==> src/rtl/nand_share_arbiter.sv <==
// Round-robin arbiter sharing one registered NAND unit between N_REQ requesters.
// One op in flight; valid/ready on every requester and on the response port.
module nand_share_arbiter #(
   parameter int N_REQ = 4,
   parameter int WIDTH = 8,
   parameter int LAT   = 2
) (
   input  logic                       clk,
   input  logic                       rst,
   input  logic [N_REQ-1:0]           req_valid,
   input  logic [N_REQ*WIDTH-1:0]     req_a,
   input  logic [N_REQ*WIDTH-1:0]     req_b,
   output logic [N_REQ-1:0]           req_ready,
   output logic                       rsp_valid,
   input  logic                       rsp_ready,
   output logic [WIDTH-1:0]           rsp_data,
   output logic [$clog2(N_REQ)-1:0]   rsp_id,
   output logic                       busy,
   output logic [15:0]                op_count
);

   localparam int IDW = $clog2(N_REQ);

   typedef enum logic [1:0] {IDLE, BUSY, RESP} state_t;

   state_t           state;
   state_t           state_nxt;
   logic [IDW-1:0]   rr_ptr;
   logic             gnt_vld;
   logic [IDW-1:0]   gnt_id;
   logic [IDW-1:0]   rr_nxt;
   logic [3:0]       lat_cnt;
   logic [WIDTH-1:0] a_q;
   logic [WIDTH-1:0] b_q;
   logic [IDW-1:0]   id_q;
   logic [WIDTH-1:0] sel_a;
   logic [WIDTH-1:0] sel_b;
   logic             hs_req;
   logic             hs_rsp;
   logic             rsp_load;
   int               idx;

   // Walk downward so the lowest offset from rr_ptr wins.
   always_comb begin
      gnt_vld = 1'b0;
      gnt_id  = '0;
      idx     = 0;
      for (int k = N_REQ - 1; k >= 0; k--) begin
         idx = int'(rr_ptr) + k;
         if (idx >= N_REQ) idx = idx - N_REQ;
         if (req_valid[idx]) begin
            gnt_vld = 1'b1;
            gnt_id  = IDW'(idx);
         end
      end
   end

   assign rr_nxt = (int'(gnt_id) == N_REQ - 1) ? '0 : gnt_id + 1'b1;
   assign sel_a  = req_a[int'(gnt_id)*WIDTH +: WIDTH];
   assign sel_b  = req_b[int'(gnt_id)*WIDTH +: WIDTH];
   assign hs_req = |(req_valid & req_ready);
   assign hs_rsp = rsp_valid & rsp_ready;
   assign rsp_load = (state_nxt == RESP) && (state != RESP);

   always_ff @(posedge clk) begin
      if (rst) state <= IDLE;
      else     state <= state_nxt;
   end

   always_comb begin
      state_nxt = state;
      unique case (state)
         IDLE: if (hs_req) state_nxt = (LAT == 1) ? RESP : BUSY;
         BUSY: if (lat_cnt <= 4'd1) state_nxt = RESP;
         RESP: if (hs_rsp) state_nxt = IDLE;
         default: state_nxt = IDLE;
      endcase
   end

   always_comb begin
      req_ready = '0;
      if (!rst && state == IDLE && gnt_vld) req_ready[gnt_id] = 1'b1;
      busy = (state != IDLE);
   end

   always_ff @(posedge clk) begin
      if (rst) begin
         rr_ptr <= '0;
         lat_cnt <= '0;
         a_q <= '0;
         b_q <= '0;
         id_q <= '0;
      end else if (hs_req) begin
         rr_ptr <= rr_nxt;
         lat_cnt <= 4'(LAT - 1);
         a_q <= sel_a;
         b_q <= sel_b;
         id_q <= gnt_id;
      end else if (state == BUSY) begin
         lat_cnt <= lat_cnt - 4'd1;
      end
   end

   // LAT=1 jumps straight to RESP, so take operands from the live bus.
   always_ff @(posedge clk) begin
      if (rst) begin
         rsp_valid <= 1'b0;
         rsp_data <= '0;
         rsp_id <= '0;
         op_count <= '0;
      end else begin
         if (rsp_load) begin
            rsp_valid <= 1'b1;
            rsp_data <= (state == IDLE) ? ~(sel_a & sel_b) : ~(a_q & b_q);
            rsp_id <= (state == IDLE) ? gnt_id : id_q;
         end else if (hs_rsp) begin
            rsp_valid <= 1'b0;
         end
         if (hs_rsp) op_count <= op_count + 16'd1;
      end
   end

endmodule
==> config.mk <==
export PLATFORM = sky130hd
export DESIGN_NAME = nand_share_arbiter
export DESIGN_NICKNAME = d
export VERILOG_FILES = /design/src/rtl/nand_share_arbiter.sv
export SDC_FILE = /design/constraint.sdc
export NUM_CORES = 1
export LEC_CHECK = 0
export CAP_MARGIN = 20
export CORE_MARGIN = 1
export CORE_UTILIZATION = 30
export DETAILED_ROUTE_END_ITERATION = 7
export GPL_ROUTABILITY_DRIVEN = 0
export GPL_TIMING_DRIVEN = 0
export MAX_ROUTING_LAYER = met4
export PLACE_DENSITY = 0.63
export SETUP_SLACK_MARGIN = 0.4
export SYNTH_ARGS = -nofsm -noshare
export SYNTH_HDL_FRONTEND = slang
export SYNTH_SLANG_ARGS = --single-unit
==> constraint.sdc <==
create_clock -name clk -period 4.1 [get_ports clk]
set_clock_uncertainty 0.2 [all_clocks]
set_input_delay 0.82 -clock clk [delete_from_list [all_inputs] [get_ports clk]]
set_output_delay 0.82 -clock clk [all_outputs]
set_load 0.1 [all_outputs]
==> impl_metrics.csv <==
group,metric,value,unit
worst_setup_path,arrival,2.53,ns
routing,dr.pass1.iters,4,
clocking,clk_transition_reported_paths,0.09,ns
die,initial_core_util,0.3174,
worst_setup_path,worstSetupStartpointType,"primary input",
worst_setup_path,path_class,"primary input to output port",
finish,layout.nets,468,
pwr,power_leakage,1.438,nW
synthesis,ys_seq_area_frac,0.3989,
clocking,cts_buffers,5,
synthesis,yosys.area.top_type,"dfxtp_1",
clocking,cts.sinks,53,
sta,period_share,0.8654,
finish,stdcell_area,3921,sq um
synthesis,yosys_warnings,0,
synthesis,syn_nets,360,
sta,rsz0062_at_grt,"false",
routing,drt_iter0_drc,82,
sta,tns,0,ns
die,die_height,96.17,um
sta,maxSlewHeadroom,0.3210,
synthesis,synth_edf_count,0,
clocking,hold_buffers,0,
finish,antennaDiodeCount,0,
global_routing,grt_pass1_vias,2284,
synthesis,netlist_instances,282,
worst_setup_path,r2r_cells,13,
synthesis,synth_cell_type_count,34,
worst_setup_path,cp_max_fo,11,
finish,area_growth,47.41,%
routing,routedWlPerCell,13.94,um
sta,slew_viol_final,0,
global_routing,grt_pass1_wl,10940,um
synthesis,synth-main-ff-cell,"dfxtp_1",
synthesis,yosys-top-cells-area,"dfxtp_1 40%, mux2i_1 14%, o221ai_1 5.3%",
worst_setup_path,timing.rr.end,"a_q[5]$_SDFFE_PP0P_",
job,max_cap_violations,0,
routing,antenna_left,0,
placed_design,placed_area,3802,sq um
run_status,status,"finished clean",
clocking,cts_buffer_depth,2,
global_routing,grtUsageTotal,0.1583,
synthesis,syn_area,2660,sq um
routing,vias,2430,
placed_design,portBuffers,101,
min_path,hold_class,"flop to flop",
finish,drive_gt1_frac,0.05641,
sta,hold_viol_final,0,
sta,tightest_slew,1.015,ns
min_path,min_to,"rsp_data[5]$_SDFFE_PP0P_",
clocking,htree_levels,2,
worst_setup_path,r2r_start,"rr_ptr[1]$_SDFFE_PP0P_",
min_path,worstHoldStart,"b_q[5]$_SDFFE_PP0P_",
synthesis,syn_avg_cell_area,9.433,sq um
clocking,clkLatencyLatePin,0.29,ns
global_routing,antenna_found_initial,0,
clocking,cts-root-buf,"clkbuf_8",
finish,seq_area,1061,sq um
min_path,holdPathStages,1,
sta,setup_viol,0,
worst_setup_path,worstPathRequired,3.08,ns
sta,holdWs,0.2559,ns
global_routing,gr-total-overflow,0,
synthesis,synth_top_area_frac,0.3989,
synthesis,async_reset_ff_frac,0,
finish,multiInputGateArea,1464,sq um
routing,totalWireLength,6898,um
routing,via_per_inst,4.909,
synthesis,synth_seq_cells,53,
pwr,power.density,483.5,nW/um^2
die,die_w,96.17,um
worst_setup_path,endpoint_kind,"output port",
die,ios,103,
die,num_rows,33,
finish,n_fill_cell,828,
routing,drc,0,
pwr,ir_drop,253.6,uV
clocking,tritoncts,"yes",
die,die_area,9248,sq um
sta,clock.fmax,0.2819,GHz
worst_setup_path,rrSetupSlack,1.25,ns
sta,fin_crit,3.548,ns
global_routing,grt_max_degree,15,
die,coreArea,8382,sq um
placed_design,hpwlAfterDp,5388,um
synth_stat cells (2+ instances only):
| cell | n |
|---|---|
| ha_1 | 7 |
| and2_1 | 7 |
| buf_4 | 4 |
| and3_1 | 3 |
| o221ai_1 | 16 |
| o21ai_0 | 3 |
| mux2i_1 | 36 |
| nand4_1 | 8 |
| buf_6 | 3 |
| nand2_1 | 12 |
| a21oi_1 | 10 |
| nand2b_1 | 2 |
| nor2_1 | 34 |
| nor3_1 | 4 |
| nor4_1 | 4 |
| dfxtp_1 | 53 |
| and4_1 | 2 |
| nand3b_1 | 16 |
| nand3_1 | 4 |
| clkbuf_1 | 11 |
| xor2_1 | 10 |
| a311oi_1 | 6 |
| xnor2_1 | 8 |
| a22oi_1 | 2 |
| inv_1 | 8 |
registers in the layout (all words and copies together) (netlist names):
signal     count
lat_cnt        4
rsp_valid      1
b_q            8
op_count      16
id_q           2
a_q            8
rr_ptr         2
rsp_id         2
state          2
rsp_data       8
area by class of cell:
type	instances	share of cell area
inverter	8	0.007658
clock buffer	7	0.02202
tap	105	0.03350
buffer	18	0.02872
timing repair buffer	101	0.2642
multi-input combinational	203	0.3733
sequential	53	0.2706
kinds of logic after synthesis:
logic type / Yosys count / share of synthesized area
AND/OR/NAND/NOR: 102 / 0.2103
AO/OA/AOI/OAI: 40 / 0.1124
flip-flops: 53 / 0.3989
adder cells (fa/ha/maj): 7 / 0.03292
XOR/XNOR: 18 / 0.05927
multiplexers: 36 / 0.1355
buffers and inverters: 26 / 0.05080
per-layer routing:
layer	GRT usage	vias to the layer above	share of wire
li1	-	1226	-
met1	0.1954	1133	0.45
met2	0.2600	67	0.49
met3	0.03712	4	0.056
met4	0.03856	0	0.0087
met5	-	-	0
cell usage in the layout (no fill, tap or decap), types with 3 or more instances in the layout:
master           instances
clkbuf_1                12
xnor2_1                  8
inv_1                    8
buf_4                    3
clkbuf_8                 6
a21oi_1                 10
o21ai_0                  3
xor2_1                  10
nor4_1                   4
nand3b_1                16
dfxtp_1                 53
mux2i_1                 36
o221ai_1                16
nor3_1                   4
nand4_1                  8
a311oi_1                 6
and2_1                   7
nand3_1                  4
nand2_1                 12
and3_1                   3
buf_6                    5
clkdlybuf4s50_1         93
ha_1                     7
nor2_1                  34
per-stage QoR:
stage,worst slack [ns],std cells,power [W],utilization
after floorplan,0.5751,282,0.001352,-
after global placement,-0.6238,488,0.001598,0.4537
after detailed placement,-0.6609,488,0.001608,0.4537
after CTS,0.4120,495,0.001919,0.4663
after global routing,0.4778,495,0.002011,0.4678
final,0.5520,495,0.001896,0.4678
report_power, final:
part / leakage [nW] / internal, W / switching (W) / total, W
Sequential: 0.432 / 0.000619 / 0.0000721 / 0.000691
Combinational: 0.962 / 0.000324 / 0.000590 / 0.000914
Clock: 0.0443 / 0.000134 / 0.000156 / 0.000290
critical path: stages:
cell	delay, ns
dlygate4sd2_1	0.29
a21oi_1	0.16
o21ai_0	0.08
o2bb2a_1	0.23
buf_4	0.18
buf_8	0.17
inv_1	0.07
ha_1	0.19
and2_1	0.16
buf_12	0.17
worst max-delay path by stage:
| stage | from | to |
|---|---|---|
| global route | req_valid[0] | req_ready[1] |
| finish | req_valid[0] | req_ready[1] |
| global placement | req_valid[0] | req_ready[0] |
| floorplan | req_valid[0] | req_ready[1] |
| detailed placement | req_valid[0] | req_ready[0] |
| CTS | req_valid[2] | req_ready[0] |
what timing repair did:
| item | in CTS | in global routing |
|---|---|---|
| setup buffers | 0 | 0 |
| hold endpoints to repair | 0 | 0 |
| setup endpoints to repair | 4 | 4 |
| pin swaps | 0 | 1 |
| resized for setup | 34 | 4 |
No activity file was read; power rests on OpenSTA's default activity.
